`src/rtl/dmi_jtag_dtm_if.sv`:
```
// DMI bus between the JTAG debug transport module (master) and the Debug Module (slave).
interface dmi_jtag_dtm_if #(
   parameter int ADDRESS_SIZE = 7
);
   logic [ADDRESS_SIZE-1:0] DMI_raddr;
   logic [ADDRESS_SIZE-1:0] DMI_waddr;
   logic [31:0]             DMI_wdata;
   logic                    write_en;
   logic                    read_en;
   logic [31:0]             rdata;

   modport master (
      output DMI_raddr, DMI_waddr, DMI_wdata, write_en, read_en,
      input  rdata
   );

   modport slave (
      input  DMI_raddr, DMI_waddr, DMI_wdata, write_en, read_en,
      output rdata
   );
endinterface

```
`src/rtl/dmi_jtag_dtm.sv`:
```
// JTAG DTM running entirely in the clk domain: oversampled TAP, IR, IDCODE/dtmcs/dmi/BYPASS.
// Optional TAP reset pin trst_n is enabled by defining DMI_JTAG_DTM_TRST_EN.
module dmi_jtag_dtm #(
   parameter int          ADDRESS_SIZE = 7,
   parameter logic [31:0] IDCODE_VALUE = 32'h1000_0001,
   parameter int          SYNC_STAGES  = 2
) (
   input  logic clk,
   input  logic reset,
`ifdef DMI_JTAG_DTM_TRST_EN
   input  logic trst_n,
`endif
   input  logic tck,
   input  logic tms,
   input  logic tdi,
   output logic tdo,
   dmi_jtag_dtm_if.master dmi
);

   localparam int         DMI_W     = ADDRESS_SIZE + 34;
   localparam logic [4:0] IR_IDCODE = 5'h01;
   localparam logic [4:0] IR_DTMCS  = 5'h10;
   localparam logic [4:0] IR_DMI    = 5'h11;

   typedef enum logic [3:0] {
      TLR, RTI, SEL_DR, CAP_DR, SH_DR, EX1_DR, PAU_DR, EX2_DR, UPD_DR,
      SEL_IR, CAP_IR, SH_IR, EX1_IR, PAU_IR, EX2_IR, UPD_IR
   } tap_state_t;

   typedef enum logic [1:0] {SEL_IDCODE, SEL_DTMCS, SEL_DMI, SEL_BYPASS} dr_sel_t;

   logic [SYNC_STAGES-1:0]  tck_sync, tms_sync, tdi_sync;
   logic                    tck_prev, tck_s, tms_s, tdi_s, tck_rise, tck_fall;
   logic                    tap_reset;
   tap_state_t              tap_state, tap_next;
   logic                    capture_dr, shift_dr, update_dr, capture_ir, shift_ir, update_ir;
   logic [4:0]              ir, ir_shift;
   dr_sel_t                 dr_sel;
   logic [DMI_W-1:0]        dr_shift, dr_shifted, dr_capture;
   logic [31:0]             dtmcs_cap;
   logic [1:0]              dmi_op_cap;
   logic [1:0]              dmistat;
   logic                    rd_wait, pending;
   logic [31:0]             captured_data;
   logic [ADDRESS_SIZE-1:0] last_addr;
   logic                    dmi_update, dtmcs_update, hard_reset;

   // Pin oversampling; edges are detected on the last synchronizer stage only.
   always_ff @(posedge clk) begin
      if (!reset) begin
         tck_sync <= '0;
         tms_sync <= '0;
         tdi_sync <= '0;
         tck_prev <= 1'b0;
      end else begin
         // NOTE: sequential state uses <= so every flop samples pre-edge values in parallel.
         tck_sync <= {tck_sync[SYNC_STAGES-2:0], tck};
         tms_sync <= {tms_sync[SYNC_STAGES-2:0], tms};
         tdi_sync <= {tdi_sync[SYNC_STAGES-2:0], tdi};
         tck_prev <= tck_s;
      end
   end

   assign tck_s    = tck_sync[SYNC_STAGES-1];
   assign tms_s    = tms_sync[SYNC_STAGES-1];
   assign tdi_s    = tdi_sync[SYNC_STAGES-1];
   assign tck_rise = tck_s & ~tck_prev;
   assign tck_fall = ~tck_s & tck_prev;

`ifdef DMI_JTAG_DTM_TRST_EN
   logic [SYNC_STAGES-1:0] trst_sync;
   always_ff @(posedge clk) begin
      if (!reset) trst_sync <= '1;
      else        trst_sync <= {trst_sync[SYNC_STAGES-2:0], trst_n};
   end
   assign tap_reset = ~trst_sync[SYNC_STAGES-1];
`else
   assign tap_reset = 1'b0;
`endif

   always_ff @(posedge clk) begin
      if (!reset || tap_reset) tap_state <= TLR;
      else if (tck_rise)       tap_state <= tap_next;
   end

   always_comb begin
      // NOTE: a default before the case keeps this purely combinational (no latch).
      tap_next = tap_state;
      case (tap_state)
         TLR:    tap_next = tms_s ? TLR    : RTI;
         RTI:    tap_next = tms_s ? SEL_DR : RTI;
         SEL_DR: tap_next = tms_s ? SEL_IR : CAP_DR;
         CAP_DR: tap_next = tms_s ? EX1_DR : SH_DR;
         SH_DR:  tap_next = tms_s ? EX1_DR : SH_DR;
         EX1_DR: tap_next = tms_s ? UPD_DR : PAU_DR;
         PAU_DR: tap_next = tms_s ? EX2_DR : PAU_DR;
         EX2_DR: tap_next = tms_s ? UPD_DR : SH_DR;
         UPD_DR: tap_next = tms_s ? SEL_DR : RTI;
         SEL_IR: tap_next = tms_s ? TLR    : CAP_IR;
         CAP_IR: tap_next = tms_s ? EX1_IR : SH_IR;
         SH_IR:  tap_next = tms_s ? EX1_IR : SH_IR;
         EX1_IR: tap_next = tms_s ? UPD_IR : PAU_IR;
         PAU_IR: tap_next = tms_s ? EX2_IR : PAU_IR;
         EX2_IR: tap_next = tms_s ? UPD_IR : SH_IR;
         UPD_IR: tap_next = tms_s ? SEL_DR : RTI;
         default: tap_next = TLR;
      endcase
   end

   // Capture/shift/update act on the tck rise that leaves the corresponding state.
   always_comb begin
      capture_dr = (tap_state == CAP_DR);
      shift_dr   = (tap_state == SH_DR);
      update_dr  = (tap_state == UPD_DR);
      capture_ir = (tap_state == CAP_IR);
      shift_ir   = (tap_state == SH_IR);
      update_ir  = (tap_state == UPD_IR);
   end

   always_comb begin
      case (ir)
         IR_IDCODE: dr_sel = SEL_IDCODE;
         IR_DTMCS:  dr_sel = SEL_DTMCS;
         IR_DMI:    dr_sel = SEL_DMI;
         default:   dr_sel = SEL_BYPASS;
      endcase
   end

   assign pending = dmi.read_en | rd_wait | dmi.write_en;

   always_comb begin
      dmi_op_cap = pending ? 2'd3 : dmistat;
      dtmcs_cap  = {14'b0, 3'b0, 3'd1, dmistat, 6'(ADDRESS_SIZE), 4'd1};
      case (dr_sel)
         SEL_IDCODE: dr_capture = DMI_W'(IDCODE_VALUE);
         SEL_DTMCS:  dr_capture = DMI_W'(dtmcs_cap);
         SEL_DMI:    dr_capture = {last_addr, captured_data, dmi_op_cap};
         default:    dr_capture = '0;
      endcase
   end

   // One shared shift register; tdi enters at the top bit of the selected register.
   always_comb begin
      dr_shifted = dr_shift >> 1;
      case (dr_sel)
         SEL_DMI:    dr_shifted[DMI_W-1] = tdi_s;
         SEL_BYPASS: dr_shifted[0]       = tdi_s;
         default:    dr_shifted[31]      = tdi_s;
      endcase
   end

   always_ff @(posedge clk) begin
      if (!reset || tap_reset) begin
         ir       <= IR_IDCODE;
         ir_shift <= '0;
         dr_shift <= '0;
         tdo      <= 1'b0;
      end else begin
         if (tck_rise) begin
            if (tap_state == TLR) ir <= IR_IDCODE;
            if (update_ir)        ir <= ir_shift;
            if (capture_ir)       ir_shift <= 5'b00001;
            else if (shift_ir)    ir_shift <= {tdi_s, ir_shift[4:1]};
            if (capture_dr)       dr_shift <= dr_capture;
            else if (shift_dr)    dr_shift <= dr_shifted;
         end
         if (tck_fall) begin
            if (shift_ir)      tdo <= ir_shift[0];
            else if (shift_dr) tdo <= dr_shift[0];
         end
      end
   end

   assign dmi_update   = tck_rise & update_dr & (dr_sel == SEL_DMI) & ~tap_reset;
   assign dtmcs_update = tck_rise & update_dr & (dr_sel == SEL_DTMCS) & ~tap_reset;
   assign hard_reset   = dtmcs_update & dr_shift[17];

   // DMI side: only the system reset clears it, the TAP reset leaves it alone.
   always_ff @(posedge clk) begin
      if (!reset) begin
         dmi.read_en   <= 1'b0;
         dmi.write_en  <= 1'b0;
         dmi.DMI_raddr <= '0;
         dmi.DMI_waddr <= '0;
         dmi.DMI_wdata <= '0;
         rd_wait       <= 1'b0;
         dmistat       <= 2'd0;
         captured_data <= '0;
         last_addr     <= '0;
      end else begin
         dmi.read_en  <= 1'b0;
         dmi.write_en <= 1'b0;
         rd_wait      <= dmi.read_en & ~hard_reset;
         if (rd_wait && !hard_reset) captured_data <= dmi.rdata;
         if (tck_rise && capture_dr && dr_sel == SEL_DMI && pending) dmistat <= 2'd3;
         if (dtmcs_update && (dr_shift[16] || dr_shift[17])) dmistat <= 2'd0;
         if (dmi_update && dmistat == 2'd0) begin
            last_addr <= dr_shift[DMI_W-1:34];
            case (dr_shift[1:0])
               2'd1: begin
                  dmi.DMI_raddr <= dr_shift[DMI_W-1:34];
                  dmi.read_en   <= 1'b1;
               end
               2'd2: begin
                  dmi.DMI_waddr <= dr_shift[DMI_W-1:34];
                  dmi.DMI_wdata <= dr_shift[33:2];
                  dmi.write_en  <= 1'b1;
               end
               default: ;
            endcase
         end
      end
   end

endmodule

```
`src/flat_wrapper.sv`:
```
// flat-port wrapper written by rule: the top's interface ports become plain ports
module dmi_jtag_dtm_flat 
#(
   parameter int          ADDRESS_SIZE = 7,
   parameter logic [31:0] IDCODE_VALUE = 32'h1000_0001,
   parameter int          SYNC_STAGES  = 2
)
  (clk, reset, tck, tms, tdi, tdo, dmi_DMI_raddr, dmi_DMI_waddr, dmi_DMI_wdata, dmi_write_en, dmi_read_en, dmi_rdata);
  dmi_jtag_dtm_if #(.ADDRESS_SIZE(ADDRESS_SIZE)) dmi_i ();
  input  logic clk;
  input  logic reset;
  input  logic tck;
  input  logic tms;
  input  logic tdi;
  output logic tdo;
  output wire logic [$bits(dmi_i.DMI_raddr)-1:0] dmi_DMI_raddr;
  output wire logic [$bits(dmi_i.DMI_waddr)-1:0] dmi_DMI_waddr;
  output wire logic [$bits(dmi_i.DMI_wdata)-1:0] dmi_DMI_wdata;
  output wire logic [$bits(dmi_i.write_en)-1:0] dmi_write_en;
  output wire logic [$bits(dmi_i.read_en)-1:0] dmi_read_en;
  input wire logic [$bits(dmi_i.rdata)-1:0] dmi_rdata;
  assign dmi_DMI_raddr = dmi_i.DMI_raddr;
  assign dmi_DMI_waddr = dmi_i.DMI_waddr;
  assign dmi_DMI_wdata = dmi_i.DMI_wdata;
  assign dmi_write_en = dmi_i.write_en;
  assign dmi_read_en = dmi_i.read_en;
  assign dmi_i.rdata = dmi_rdata;
  dmi_jtag_dtm #(.ADDRESS_SIZE(ADDRESS_SIZE), .IDCODE_VALUE(IDCODE_VALUE), .SYNC_STAGES(SYNC_STAGES)) u_core (.clk(clk), .reset(reset), .tck(tck), .tms(tms), .tdi(tdi), .tdo(tdo), .dmi(dmi_i));
endmodule
```
`config.mk`:
```
export PLATFORM = sky130hd
export DESIGN_NAME = dmi_jtag_dtm_flat
export DESIGN_NICKNAME = d
export VERILOG_FILES = /design/src/rtl/dmi_jtag_dtm_if.sv /design/src/rtl/dmi_jtag_dtm.sv /design/src/flat_wrapper.sv
export SDC_FILE = /design/constraint.sdc
export NUM_CORES = 1
export LEC_CHECK = 0
export ABC_AREA = 1
export CAP_MARGIN = 15
export CORE_MARGIN = 8
export CORE_UTILIZATION = 24
export DETAILED_ROUTE_END_ITERATION = 8
export REMOVE_ABC_BUFFERS = 1
export SLEW_MARGIN = 10
export SYNTH_ARGS = -nofsm -noshare
export SYNTH_HDL_FRONTEND = slang
export SYNTH_SLANG_ARGS = --single-unit
export TNS_END_PERCENT = 5
```
`constraint.sdc`:
```
create_clock -name clk -period 2.1 [get_ports clk]
set_clock_uncertainty 0.1 [all_clocks]
set_input_delay 0.315 -clock clk [delete_from_list [all_inputs] [get_ports clk]]
set_output_delay 0.315 -clock clk [all_outputs]
set_load 0.05 [all_outputs]
```
==> reports/metrics.csv <==
metric,value,unit
ctsHoldBuffers,0,
critical_path_depth,1,
rsz0062_at_grt,false,
crit_path_max_incr_delay,820,ps
grt_use_total,11.77,%
maxSlewHeadroom,58.71,%
critPathKind,flip-flop to output pin,
critical-path-top-delay-family,buffers and inverters,
holdPathStages,3,
finalNetCount,957,
die_h,177.7,um
numCtsBuffers,17,
synth.area.mux_share,0,%
start_kind,flip-flop,
drtIter0Drc,446,
vdd_drop_max,0.0004716,V
synth_edf_count,0,
cts_tree,done,
p_leak,3.070,nW
tightest_slew,618.4,ps
synth_compound_area_share,16.05,%
ant_nets,0,
viasPerCell,4.685,
crit_path_end_kind,output pin,
synth-xor-area-share,0,%
cp_max_fo,2,
final_cells,1268,
cts_root_buf,clkbuf_16,
grt_overflow,0,
yosysSeqAreaShare,48.49,%
post-route-util,31.39,%
period_share,96.95,%
synth_top_family_by_area,simple AND/OR/NAND/NOR gates,
area_growth,29.23,%
pin_count,86,
hp-class,primary input to flip-flop,
ys_top_cells_by_count,"nand2_1 (182), dfxtp_1 (152), a21oi_1 (108)",
drive_above_1_share,9.646,%
synth_cells,846,
hpwl,12510,um
die_area,31580,um^2
cp_cell_sequence,clkdlybuf4s50_1,
cts_buffer_depth,2,
dp_cells,1236,
ys.warnings.count,0,
dr.pass1.iters,5,
pwr_density_cell,780.0,nW/um^2
coreArea,25840,um^2
ys_ff_latch,152,
ys_async_sr_fraction,0,%
detail_route.wl_per_cell,14.29,um
grt_pass1_wl,29660,um
post_cts_buffers,0,
synthAdderAreaFrac,0,%
outcome,"complete, no violations",
wl,18120,um
yosysTopAreaCellShare,48.49,%
reg2reg_depth,9,
required,1680,ps
setup-violations-final,0,
ys.flop_type,dfxtp_1,
yosys.area.top_type,dfxtp_1,
max_freq,491.2,MHz
crit_buf_inv,1,
cap_violations,0,
period_needed,2036,ps
cts.htree.levels,4,
io_buffer_count,85,
grt_pass1_vias,5667,
grt_max_degree,88,
synthTopCellsByArea,"dfxtp_1 (48%), nand2_1 (11%), a21oi_1 (8.6%)",
rows,59,
yosys.area_share.simple,28.28,%
netlist_area,6275,um^2
vias,5940,
crit_slowest_cell,clkdlybuf4s50_1,
slew_viol_final,0,
clk_latency,420,ps
drc,0,
antenna_found_initial,0,
place.gp.congestion,0.8887,
die_w,177.7,um
antenna_cells,0,
syn_area_per_cell,7.417,um^2
cp_data_arrival_time,1620,ps
yosysUniqueCellTypes,29,
start_util,24.29,%
cts_sinks,152,
clk_pin_slew_worst_paths,60,ps
hold_violations,0,
synthMostInstantiatedCell,nand2_1,
placed cells by master, fill, tap and decap left out, types with 2 or more instances in the layout:
master,count
a21oi_1,108
a31oi_1,5
buf_12,3
buf_4,24
bufinv_16,4
clkbuf_16,17
clkdlybuf4s50_1,79
clkinv_2,4
clkinv_4,3
dfxtp_1,151
inv_1,38
inv_2,8
inv_6,2
nand2_1,182
nand2_2,5
nand3_1,62
nand3_2,2
nand3b_1,2
nand4_1,38
nor2_1,85
nor2_2,6
nor2_4,5
nor3_1,3
o21ai_0,35
o21ai_1,49
registers in the layout, summed over array words and instances (netlist names), 5 cells and up:
register and cells:
u_core.last_addr 7, u_core.dmi.DMI_wdata 32, u_core.dr_shift 41, u_core.ir 5
u_core.ir_shift 5, u_core.captured_data 32, u_core.dmi.DMI_waddr 7, u_core.dmi.DMI_raddr 7
through the flow:
step | power, mW | TNS, ps | cell area [um^2] | setup WS, ps | hold WS, ps
global placement | 3.148 | 0 | 7480 | 197.1 | 293.5
detailed placement | 3.148 | 0 | 7480 | 181.1 | 298.9
floorplan | 3.013 | -33080 | 6002 | -601.2 | 284.1
CTS | 6.402 | 0 | 8105 | 13.03 | 268.8
global route | 6.567 | 0 | 8109 | 1.182 | 292.0
finish | 6.325 | 0 | 8109 | 64.09 | 278.0
final cells by class:
cell class | count | area [um^2]
Sequential cell | 152 | 3044
Clock buffer | 18 | 429.2
Clock inverter | 14 | 197.7
Tap cell | 335 | 419.2
Timing Repair Buffer | 109 | 1057
Multi-Input combinational cell | 593 | 2784
Fill cell | 2762 | 17730
Inverter | 47 | 177.7
worst paths after layout:
kind	slack [ps]	to	start
max	60	dmi_DMI_wdata[30]	u_core.dmi.DMI_wdata[30]
max reg2reg	170	u_core.captured_data[8]	u_core.tap_state[3]
min	280	u_core.dr_shift[32]	reset
min reg2reg	310	u_core.tdi_sync[1]	u_core.tdi_sync[0]
power breakdown:
group / internal (mW) / leakage (nW) / switching (mW) / total [mW]
Clock: 2.00 / 0.307 / 1.24 / 3.25
Sequential: 2.89 / 1.23 / 0.00609 / 2.90
Combinational: 0.0859 / 1.54 / 0.0977 / 0.184
Total: 4.98 / 3.07 / 1.35 / 6.33
repair_timing:
item                       in CTS  in global routing
pin swaps                       0                  0
setup endpoints to repair       1                  2
gates resized for setup         1                  2
logic make-up after synthesis:
| logic type | Yosys count |
|---|---|
| DFF | 152 |
| and+or+nand+nor | 394 |
| buffers and inverters | 101 |
| AOI/OAI and AO/OA | 199 |
layer usage:
layer | GRT usage (%) | wire length [um] | share of wire [%] | up-vias
met5 | 0 | 0 | 0 | -
met2 | 18.65 | 8230 | 45 | 183
li1 | - | - | - | 2987
met3 | 3.064 | 1220 | 6.7 | 24
met4 | 5.071 | 378 | 2.1 | 0
met1 | 14.88 | 8285 | 46 | 2746
Note: power is estimated with default switching activity, not from simulation.
